$ cat src/rtl/sdram_port_arbiter.sv
// Two-port Avalon-MM arbiter in front of one SDRAM controller: VGA reader (port 0, priority)
// and GPU master (port 1), with an owner FIFO routing pipelined read data back to its issuer.
module sdram_port_arbiter #(
    parameter int unsigned MAX_PENDING  = 8,
    parameter int unsigned STARVE_LIMIT = 16
) (
    input  logic        clk,
    input  logic        resetn,
    input  logic [31:0] p0_address,
    input  logic        p0_read,
    output logic [31:0] p0_read_data,
    output logic        p0_wait_request,
    output logic        p0_read_data_valid,
    input  logic [31:0] p1_address,
    input  logic        p1_read,
    input  logic        p1_write,
    input  logic [31:0] p1_write_data,
    input  logic [3:0]  p1_byte_enable,
    output logic [31:0] p1_read_data,
    output logic        p1_wait_request,
    output logic        p1_read_data_valid,
    output logic [31:0] master_address,
    output logic        master_read,
    output logic        master_write,
    output logic [31:0] master_write_data,
    output logic [3:0]  master_byte_enable,
    input  logic [31:0] master_read_data,
    input  logic        master_wait_request,
    input  logic        master_read_data_valid,
    output logic        err_orphan
);
    localparam int unsigned PW = (MAX_PENDING > 1) ? $clog2(MAX_PENDING) : 1;
    localparam int unsigned CW = PW + 1;
    localparam int unsigned SW = $clog2(STARVE_LIMIT + 1);

    localparam logic [1:0] IDLE  = 2'd0;
    localparam logic [1:0] HOLD0 = 2'd1;
    localparam logic [1:0] HOLD1 = 2'd2;

    logic [1:0]    state_q, state_d;
    logic [PW-1:0] wr_ptr_q, wr_ptr_d, rd_ptr_q, rd_ptr_d;
    logic [CW-1:0] count_q, count_d;
    logic [SW-1:0] starve_q, starve_d;
    logic          err_orphan_q, err_orphan_d;
    logic          owner_q [MAX_PENDING];
    logic          owner_d [MAX_PENDING];

    logic p1_req, gnt_valid, gnt_id, cmd_read, cmd_write;
    logic fifo_full, fifo_empty, read_blocked, accept, push, pop;

    assign p1_req     = p1_read | p1_write;
    assign fifo_full  = (count_q == CW'(MAX_PENDING));
    assign fifo_empty = (count_q == '0);

    // Grant is combinational in IDLE so a request reaches the SDRAM in the same cycle.
    always_comb begin
        gnt_valid = 1'b0;
        gnt_id    = 1'b0;
        case (state_q)
            HOLD0: gnt_valid = 1'b1;
            HOLD1: begin
                gnt_valid = 1'b1;
                gnt_id    = 1'b1;
            end
            default: begin
                if (p1_req && ((starve_q == SW'(STARVE_LIMIT)) || !p0_read)) begin
                    gnt_valid = 1'b1;
                    gnt_id    = 1'b1;
                end else if (p0_read) begin
                    gnt_valid = 1'b1;
                end
            end
        endcase
    end

    assign cmd_read     = gnt_valid & (gnt_id ? p1_read : p0_read);
    assign cmd_write    = gnt_valid & gnt_id & p1_write;
    assign read_blocked = cmd_read & fifo_full;

    assign master_read        = resetn & cmd_read & ~fifo_full;
    assign master_write       = resetn & cmd_write;
    assign master_address     = gnt_id ? p1_address : p0_address;
    assign master_write_data  = p1_write_data;
    assign master_byte_enable = gnt_id ? p1_byte_enable : 4'hF;

    assign accept = (master_read | master_write) & ~master_wait_request;
    assign push   = accept & master_read;
    assign pop    = master_read_data_valid & ~fifo_empty;

    assign p0_wait_request = ~(resetn & gnt_valid & ~gnt_id) | master_wait_request | read_blocked;
    assign p1_wait_request = ~(resetn & gnt_valid & gnt_id) | master_wait_request | read_blocked;

    assign p0_read_data       = master_read_data;
    assign p1_read_data       = master_read_data;
    assign p0_read_data_valid = resetn & pop & ~owner_q[rd_ptr_q];
    assign p1_read_data_valid = resetn & pop & owner_q[rd_ptr_q];
    assign err_orphan         = err_orphan_q;

    always_comb begin
        state_d = IDLE;
        if (gnt_valid && !accept) begin
            state_d = gnt_id ? HOLD1 : HOLD0;
        end
    end

    always_comb begin
        owner_d  = owner_q;
        wr_ptr_d = wr_ptr_q;
        rd_ptr_d = rd_ptr_q;
        count_d  = count_q;
        if (push) begin
            owner_d[wr_ptr_q] = gnt_id;
            wr_ptr_d          = wr_ptr_q + 1'b1;
        end
        if (pop) begin
            rd_ptr_d = rd_ptr_q + 1'b1;
        end
        case ({push, pop})
            2'b10:   count_d = count_q + 1'b1;
            2'b01:   count_d = count_q - 1'b1;
            default: count_d = count_q;
        endcase
        err_orphan_d = err_orphan_q | (master_read_data_valid & fifo_empty);
    end

    // Starvation counter only runs while port 1 is actually waiting.
    always_comb begin
        starve_d = starve_q;
        if (!p1_req || (accept && gnt_id)) begin
            starve_d = '0;
        end else if (accept && (starve_q != SW'(STARVE_LIMIT))) begin
            starve_d = starve_q + 1'b1;
        end
    end

    always_ff @(posedge clk) begin
        if (!resetn) begin
            state_q      <= IDLE;
            wr_ptr_q     <= '0;
            rd_ptr_q     <= '0;
            count_q      <= '0;
            starve_q     <= '0;
            err_orphan_q <= 1'b0;
        end else begin
            state_q      <= state_d;
            wr_ptr_q     <= wr_ptr_d;
            rd_ptr_q     <= rd_ptr_d;
            count_q      <= count_d;
            starve_q     <= starve_d;
            err_orphan_q <= err_orphan_d;
        end
        owner_q <= owner_d;
    end
endmodule

$ cat config.mk
export PLATFORM = sky130hd
export DESIGN_NAME = sdram_port_arbiter
export DESIGN_NICKNAME = d
export VERILOG_FILES = /design/src/rtl/sdram_port_arbiter.sv
export SDC_FILE = /design/constraint.sdc
export NUM_CORES = 1
export LEC_CHECK = 0
export CAP_MARGIN = 20
export CORE_AREA = 2 2 109 111
export CTS_CLUSTER_SIZE = 14
export DETAILED_ROUTE_END_ITERATION = 8
export DIE_AREA = 0 0 111 113
export PLACE_DENSITY = 0.77
export SLEW_MARGIN = 40
export SYNTH_ARGS = -nofsm -noshare
export SYNTH_HDL_FRONTEND = slang
export SYNTH_SLANG_ARGS = --single-unit
$ cat constraint.sdc
create_clock -name clk -period 4.1 [get_ports clk]
set_input_delay 1.025 -clock clk [delete_from_list [all_inputs] [get_ports clk]]
set_output_delay 1.025 -clock clk [all_outputs]
set_load 0.1 [all_outputs]
### Word-level counts from Yosys, hierarchy flattened

Cells that the tools add are included.

* output and inout port bits: 139
* input port bits: 139
* logic and storage cells: 94
* flip-flop bits (word level): 26

* magnitude comparators: 3
* bitwise operators: 34
* equal/unequal tests: 7
* reduce and logical (&&, ||, !) cells: 15
* mux-type cells: 16
* add/sub/neg operators: 5

Operators by type and width (count)
* two-way mux 32 bit: 1
* bitwise AND 1 bit: 17
* bitwise mux 8 bit: 1
* greater-or-equal comparator 4 bit, second input constant: 2
* two-way mux 1 bit: 8
* inverter 1 bit: 8
* inverter 3 -> 4 bit: 2
* one-hot mux 4 bit (2 select lines): 1
* bitwise OR 1 bit: 7
* adder 3 x 1 -> 3 bit, second input constant: 2
* adder 5 x 1 -> 5 bit, second input constant: 1
* equality test 5 bit, second input constant: 1
* logical AND 1 bit: 5
* != test 5 bit, second input constant: 1
* adder 4 x 1 -> 4 bit, second input constant: 1
* equality test 2 x 1 -> 1 bit, second input constant: 2
* equality test 2 bit, second input constant: 2
* equality test 4 bit, second input constant: 1
* logical NOT 4 bit: 1
* < comparator 4 x 1 -> 1 bit, second input constant: 1
* two-way mux 4 bit: 1
* OR reduction 2 bit: 2
* subtractor 4 x 1 -> 4 bit, second input constant: 1
* binary-select mux 1 bit (select 3 bit): 1
* 7 further kinds: 10

### Logic depth before layout (Yosys ltp)

Gate-level depths: netlist of run 1.

* depth after elaboration: 14
* gate-level depth with buffers: 13
* mapped depth without buffers: 13

### Worst setup path before layout of run 1

OpenSTA, ideal clock, no wires.

* path kind: input to output
* start: input p0_read
* end: output master_write
* stages: 5
* data arrival time: 3.350 ns
* buffers on the path: 1
* path slack: -0.275 ns
* data required time: 3.075 ns
* path through: and2_1 -> a221oi_4 -> clkbuf_1 -> inv_1 -> nor2_1

* longest elaborated chain between the ends: 8
* elaborated cells on any way between the ends: 11
* classes of those cells: 5 x mux; 3 x bitwise; 3 x reduce/logical

RTL lines
* from (decl): RTL line 10 `input logic p0_read,`
* logical NOT 1 bit: RTL line 66 `if (p1_req && ((starve_q == SW'(STARVE_LIMIT)) || !p0_read)) begin`
* logical OR 1 bit: RTL line 66
* logical AND 1 bit: RTL line 66
* two-way mux 1 bit: RTL line 66
* one-hot mux 1 bit (2 select lines): RTL line 59 `case (state_q)`
* via gnt_id: RTL line 48 `logic p1_req, gnt_valid, gnt_id, cmd_read, cmd_write;`
* bitwise AND 1 bit (2 in series): RTL line 77 `assign cmd_write = gnt_valid & gnt_id & p1_write;`
* bitwise AND 1 bit: RTL line 81 `assign master_write = resetn & cmd_write;`
* to (decl): RTL line 24 `output logic master_write,`

The timed path passes the listed nets, and every way through them passes these cells.

### Worst setup path in the final report of run 1

* start: input p1_read
* end: output master_address[30]

* longest elaborated chain between the ends: 5

RTL lines
* from (decl): RTL line 15 `input logic p1_read,`
* bitwise OR 1 bit: RTL line 51 `assign p1_req = p1_read | p1_write;`
* logical AND 1 bit: RTL line 66
* two-way mux 1 bit: RTL line 66
* one-hot mux 1 bit (2 select lines): RTL line 59
* two-way mux 32 bit: RTL line 82 `assign master_address = gnt_id ? p1_address : p0_address;`
* to (decl): RTL line 22 `output logic [31:0] master_address,`

No other way between the ends.

==> results of run 1 <==
==> final timing paths <==
path,from,end,slack [ns],cells past startpoint
max,p1_read,master_address[30],0.19,6
min,err_orphan$_SDFF_PN0_,err_orphan$_SDFF_PN0_,0.49,2
max reg2reg,state_q[0]$_SDFF_PN0_,count_q[2]$_SDFFE_PN0P_,1.00,13
min reg2reg,err_orphan$_SDFF_PN0_,err_orphan$_SDFF_PN0_,0.49,2
==> tightest hold or removal path, delay by kind of cell, from the launching register on <==
kind	cells	cell delay, ns
DFF	1	0.33
AOI/OAI and AO/OA	1	0.04
and+or+nand+nor	1	0.09
==> cell families after synthesis <==
logic type	count (synthesis)	share of synthesized area, %
buf+inv	111	30.5
flops	26	23.5
mux	44	19.9
compound gates	18	5.00
simple gates	70	15.2
xor+xnor	6	2.06
fa+ha+maj	8	3.92
==> layout by cell type (no fill, tap or decap), types with 3 or more instances in the layout <==
cell type	Yosys	routed
and2_1	5	5
clkbuf_16	0	4
nand2b_1	4	4
edfxtp_1	8	8
inv_1	6	6
a21oi_1	3	3
nor2b_1	5	5
nor3b_1	3	3
nand3_1	5	5
nor2_1	9	8
xor2_1	4	4
mux2i_1	9	9
ha_1	8	8
nor4b_1	3	3
o21ai_0	7	7
dfxtp_1	18	18
buf_4	96	4
mux2_2	33	33
clkdlybuf4s50_1	0	74
nand2_1	18	18
buf_12	0	43
nor3_1	4	4
==> flip-flops by register name, indices dropped and copies added (netlist names) <==
signal      cells
state_q         2
count_q         4
wr_ptr_q        3
err_orphan      1
rd_ptr_q        3
starve_q        5
owner_q         8
==> cell type report <==
class | count | area share, %
Inverter | 6 | 0.606
Sequential cell | 26 | 16.2
Clock buffer | 4 | 2.69
Tap cell | 143 | 4.82
Multi-Input combinational cell | 146 | 31.7
Timing Repair Buffer | 122 | 44.1
==> power by group through the flow <==
stage                     Clock [W]  Combinational, W  Sequential, W
after global placement            0           0.00317       0.000387
after CTS                  0.000265           0.00321       0.000385
after floorplan                   0           0.00249       0.000388
after detailed placement          0           0.00320       0.000390
final                      0.000257           0.00319       0.000386
after global routing       0.000272           0.00330       0.000396
==> metrics by stage <==
stage	setup WS (ns)	total power (W)	hold WS [ns]	cell area [um^2]
5_1_grt	0.101	0.00397	0.540	3710
2_1_floorplan	0.168	0.00288	0.464	2550
3_3_place_gp	0.212	0.00356	0.476	3620
3_5_place_dp	0.193	0.00359	0.481	3610
4_1_cts	0.179	0.00386	0.498	3710
6_report	0.191	0.00383	0.494	3710
==> per-layer routing <==
layer  GRT usage, %  routed length (um)  up-vias  part of all wire (%)
met5              0                   0        -                     0
met4           1.92                  23        0                  0.29
met3           5.52                 886        4                    11
met2           21.2                3960      152                    51
met1           14.3                2930      895                    38
li1               -                   -      909                     -
==> reports/qor.csv, run 1 <==
stage,metric,value,unit
floorplanning,IO Count,278,
floorplanning,Die X,111,um
placement,DP HPWL,6.74,mm
floorplanning,Die Height,113,um
placement,DP Cell Count,443,
drt,number of vias per cell,4.38,
yosys,"count leader, synth",buf_4,
cells_and_area,"Core Util, Final",33.0,%
grt,initial antenna violation count,0,
yosys,number of synthesis warnings,0,
yosys,Mapped Nets,430,
cells_and_area,P&R area growth vs syn,45.6,%
cells_and_area,footprint of the multi-input gates,0.00118,mm^2
timing,Slew HR,51.8,%
power,Power Density,1030,mW/mm^2
yosys,Synth area leader,buf_4,
setup_path,Crit path required time,3.07,ns
cts,clk root buf,clkbuf_16,
grt,number of global-route vias before repair,2109,
yosys,synthesized flop and latch total,26,
job,Max Cap Viol,0,
timing,Worst Tran Pin Value,0.713,ns
timing,Final Hold Vio Count,0,
drt,Post-DRT Antenna Nets,0,
timing,fin crit period,3.91,ns
power,sequential fraction of design power,10.1,%
grt,GRT Residual Overflow,0,
setup_path,critical path arrival,2.88,ns
drt,First-pass DRT Iterations,4,
setup_path,Critical Path Max Stage Delay,0.52,ns
cts,CTS buffer count,3,
setup_path,"delay-heaviest family, CP",buffers and inverters,
setup_path,crit path buf inv count,3,
yosys,Synth async-reset ratio,0,%
drt,DR WL/cell,17.5,um
power,maximum VDD drop,0.715,mV
yosys,sequential area share after synthesis,23.5,%
cts,hold_buf cts,0,
grt,first-pass GRT wire length,12.0,mm
floorplanning,core box area,0.0113,mm^2
grt,total track usage,12.3,%
power,Internal Power,0.00168,W
grt,largest net degree at the start of global routing,32,
yosys,synth unique cells,38,
cts,Post-CTS Resized,0,
run_status,outcome,"complete, no violations",
drt,DRC viols,0,
timing,max-slew violations,0,
yosys,mapped cell area,0.00255,mm^2
floorplanning,die area,0.0125,mm^2
timing,fmax,256,MHz
placement,IO buf count,117,
power,Sw Share,56.1,%
placement,gpl congestion,0.775,
cts,Worst-path clk slew,0.06,ns
yosys,Synth area leaders,"buf_4 (28%), mux2_2 (15%), dfxtp_1 (14%), edfxtp_1 (9.4%), ha_1 (3.9%)",
timing,final period utilization,95.3,%
power,Sw Pwr,0.00215,W
cells_and_area,layout cell share with drive strength beyond 1,29.3,%
cts,CTS tree,done,
timing,Setup Viol. Count Final,0,
timing,Max Clock Skew,0.00367,ns
cts,Sink Count,26,
floorplanning,starting density of the core,22.6,%
cells_and_area,ant diodes,0,
yosys,Post-synth EDFFs,8,
setup_path,crit path max-delay cell type,clkdlybuf4s50_1,
cts,clk buf depth,2,
cts,H-Tree Level Count,1,
worst_hold_path,Hold WC Path Type,flip-flop to flip-flop,
cells_and_area,# nets final,452,
setup_path,critical path cell sequence,"clkdlybuf4s50_1, nor2_1, a221oi_4, buf_4, mux2_2, buf_12",
cts,Worst-Skew Late Latency,0.26,ns
yosys,top-area cell type share of the netlist area,28.2,%
setup_path,crit path kind,input port to primary output,
power,Clock power frac,6.7,%
drt,Iter 0 DRT Violations,52,
yosys,"top cells by count, synth","buf_4 (96), mux2_2 (33), dfxtp_1 (18), nand2_1 (18)",
cts,postcts setup bufs,0,
power,combinational power share,83.2,%
power,P_leak,1.44,nW
yosys,Synth Flop Type,dfxtp_1,
cells_and_area,Reg area,601,um^2
setup_path,Worst Setup Start Kind,input port,
drt,WL final,7.80,mm
yosys,Gate Count Post-Synth,283,
yosys,Avg Inst Size Synth,9.01,um^2
floorplanning,row count,39,
cells_and_area,layout filler cell count,1091,
setup_path,Critical Path Sink Type,primary output,
setup_path,CP Max Fanout,18,
drt,DR vias,1960,
timing,setup TNS,0,ns
cells_and_area,final instance count without filler cells,447,
timing,RSZ-0062 raised after global routing,false,
Note: power is estimated with default switching activity, not from simulation.
==> run 2, diff against run 1 <==
--- a/config.mk
+++ b/config.mk
@@ -11,7 +11,7 @@
 export DETAILED_ROUTE_END_ITERATION = 8
 export DIE_AREA = 0 0 111 113
 export PLACE_DENSITY = 0.77
-export SLEW_MARGIN = 40
+export SLEW_MARGIN = 20
 export SYNTH_ARGS = -nofsm -noshare
 export SYNTH_HDL_FRONTEND = slang
 export SYNTH_SLANG_ARGS = --single-unit
==> run 2 against run 1 <==
  * Global-route usage is 0.057 points lower
  * Via count increased by 0.26%
  * Non-clock buffer count unchanged
  * First-iteration DRC count fell by 9.6%
  * Critical endpoint unchanged
  * Largest cell class unchanged
==> reports/qor.csv, run 2 (synthesized netlist as in run 1, its figures left out) <==
stage,metric,value,unit,change
run_status,outcome,"complete, no violations",,
cts,Worst-Skew Late Latency,0.26,ns,about the same
timing,fmax,256,MHz,about the same
cells_and_area,# nets final,452,,unchanged
cells_and_area,Largest Register,owner_q,,
power,maximum VDD drop,0.718,mV,+0.35%
floorplanning,Die Height,113,um,unchanged
grt,total track usage,12.2,%,-0.057 points
cts,CTS buffer count,3,,unchanged
cts,Post-CTS Resized,0,,unchanged
cts,hold_buf cts,0,,unchanged
setup_path,Worst Setup Start Kind,input port,,
power,P_leak,1.43,nW,about the same
timing,Slew HR,35.7,%,-16 points
grt,largest net degree at the start of global routing,32,,unchanged
timing,Final WS setup,0.189,ns,-0.00208 ns
worst_hold_path,Hold WC Path Type,flip-flop to flip-flop,,
drt,DR vias,1965,,+0.26%
floorplanning,core box area,0.0113,mm^2,unchanged
timing,setup TNS,0,ns,unchanged
timing,Max Clock Skew,0.00454,ns,+0.000870 ns
placement,gpl congestion,0.775,,unchanged
floorplanning,die area,0.0125,mm^2,unchanged
timing,max-slew violations,0,,unchanged
cts,postcts setup bufs,0,,unchanged
cts,H-Tree Level Count,1,,unchanged
floorplanning,IO Count,278,,unchanged
drt,DRC viols,0,,unchanged
cells_and_area,ant diodes,0,,unchanged
floorplanning,starting density of the core,22.6,%,unchanged
drt,First-pass DRT Iterations,4,,unchanged
power,total power,0.00383,W,about the same
placement,pre-CTS WS,0.193,ns,unchanged
cells_and_area,layout cell share with drive strength beyond 1,28.9,%,-0.33 points
placement,IO buf count,117,,unchanged
grt,GRT Residual Overflow,0,,unchanged
cells_and_area,"commonest non-fill, non-tap cell in the layout",clkdlybuf4s50_1,,
cts,clk root buf,clkbuf_16,,
timing,final period utilization,95.4,%,about the same
drt,DR WL/cell,17.4,um,about the same
drt,Post-DRT Antenna Nets,0,,unchanged
drt,number of vias per cell,4.40,,+0.26%
timing,fin crit period,3.91,ns,+0.00208 ns
timing,RSZ-0062 raised after global routing,false,,
setup_path,Crit path required time,3.07,ns,about the same
setup_path,crit path kind,input port to primary output,,
job,Max Cap Viol,0,,unchanged
floorplanning,Die X,111,um,unchanged
cts,Sink Count,26,,unchanged
placement,DP HPWL,6.74,mm,about the same
setup_path,critical path cell sequence,"clkdlybuf4s50_1, nor2_1, a221oi_4, buf_4, mux2_2, buf_12",,
floorplanning,row count,39,,unchanged
setup_path,CP Max Fanout,18,,unchanged
cells_and_area,biggest regs,"owner_q (8), starve_q (5), count_q (4)",,
drt,Iter 0 DRT Violations,47,,-9.6%
cells_and_area,most frequent cells in the layout,"clkdlybuf4s50_1 (75), buf_12 (43), mux2_2 (33)",,
timing,Final Hold Vio Count,0,,unchanged
drt,WL final,7.80,mm,about the same
cells_and_area,P&R area growth vs syn,45.8,%,
timing,Worst Tran Pin Value,0.961,ns,+0.248 ns
cts,clk buf depth,2,,unchanged
cts,Worst-path clk slew,0.06,ns,about the same
grt,first-pass GRT wire length,11.9,mm,-0.68%
cts,CTS tree,done,,
timing,Setup Viol. Count Final,0,,unchanged
setup_path,Critical Path Max Stage Delay,0.52,ns,about the same
setup_path,Critical Path Sink Type,primary output,,
grt,initial antenna violation count,0,,unchanged
setup_path,crit path max-delay cell type,clkdlybuf4s50_1,,
grt,number of global-route vias before repair,2106,,-0.14%
cells_and_area,number of flip-flops under the largest register name,8,,unchanged
setup_path,critical path arrival,2.89,ns,about the same
power,Power Density,1030,mW/mm^2,-0.13%
==> run 2: layout make-up <==
| type | instances | area [um^2] |
|---|---|---|
| fill | 1091 | 7550 |
| timing repair buffer | 122 | 1640 |
| multi-input combinational | 146 | 1180 |
| sequential | 26 | 601 |
| tap | 143 | 179 |
| clock buffer | 4 | 100 |
| inverter | 6 | 22.5 |
==> run 2: layer usage <==
| layer | global-route usage [%] | share of wire (%) |
|---|---|---|
| met2 | 21.3 | 51 |
| met3 | 5.30 | 11 |
| met1 | 14.3 | 38 |
| met5 | 0 | 0 |
| met4 | 1.92 | 0.29 |
==> run 2: critical path: cells and delay by family <==
kind	cells	cell delay, ns
buf+inv	3	0.98
mux	1	0.39
compound gates	1	0.38
simple gates	1	0.10
==> run 2: power by group <==
| part | switching (W) | internal [W] | leakage (nW) |
|---|---|---|---|
| combinational | 0.00200 | 0.00118 | 1.17 |
| sequential | 0.0000550 | 0.000331 | 0.219 |
| clock | 0.0000880 | 0.000170 | 0.0493 |
| total | 0.00214 | 0.00168 | 1.43 |
==> run 2: path summary, 6_finish.rpt <==
| check | end | slack, ns | startpoint | depth (start not counted) |
|---|---|---|---|---|
| min | err_orphan$_SDFF_PN0_ | 0.50 | err_orphan$_SDFF_PN0_ | 2 |
| max reg2reg | count_q[2]$_SDFFE_PN0P_ | 1.00 | state_q[0]$_SDFF_PN0_ | 13 |
| max | master_address[30] | 0.19 | p1_read | 6 |
| min reg2reg | err_orphan$_SDFF_PN0_ | 0.50 | err_orphan$_SDFF_PN0_ | 2 |
==> run 2: per-stage QoR <==
step                      instances  cell area [um^2]  utilization, %  hold WS (ns)
final                           447              3720            33.0         0.498
after global routing            447              3720            33.0         0.548
after CTS                       447              3720            33.0         0.503
after detailed placement        443              3620            32.1         0.486
after global placement          443              3620            32.1         0.476
after floorplan                 283              2550               -         0.464
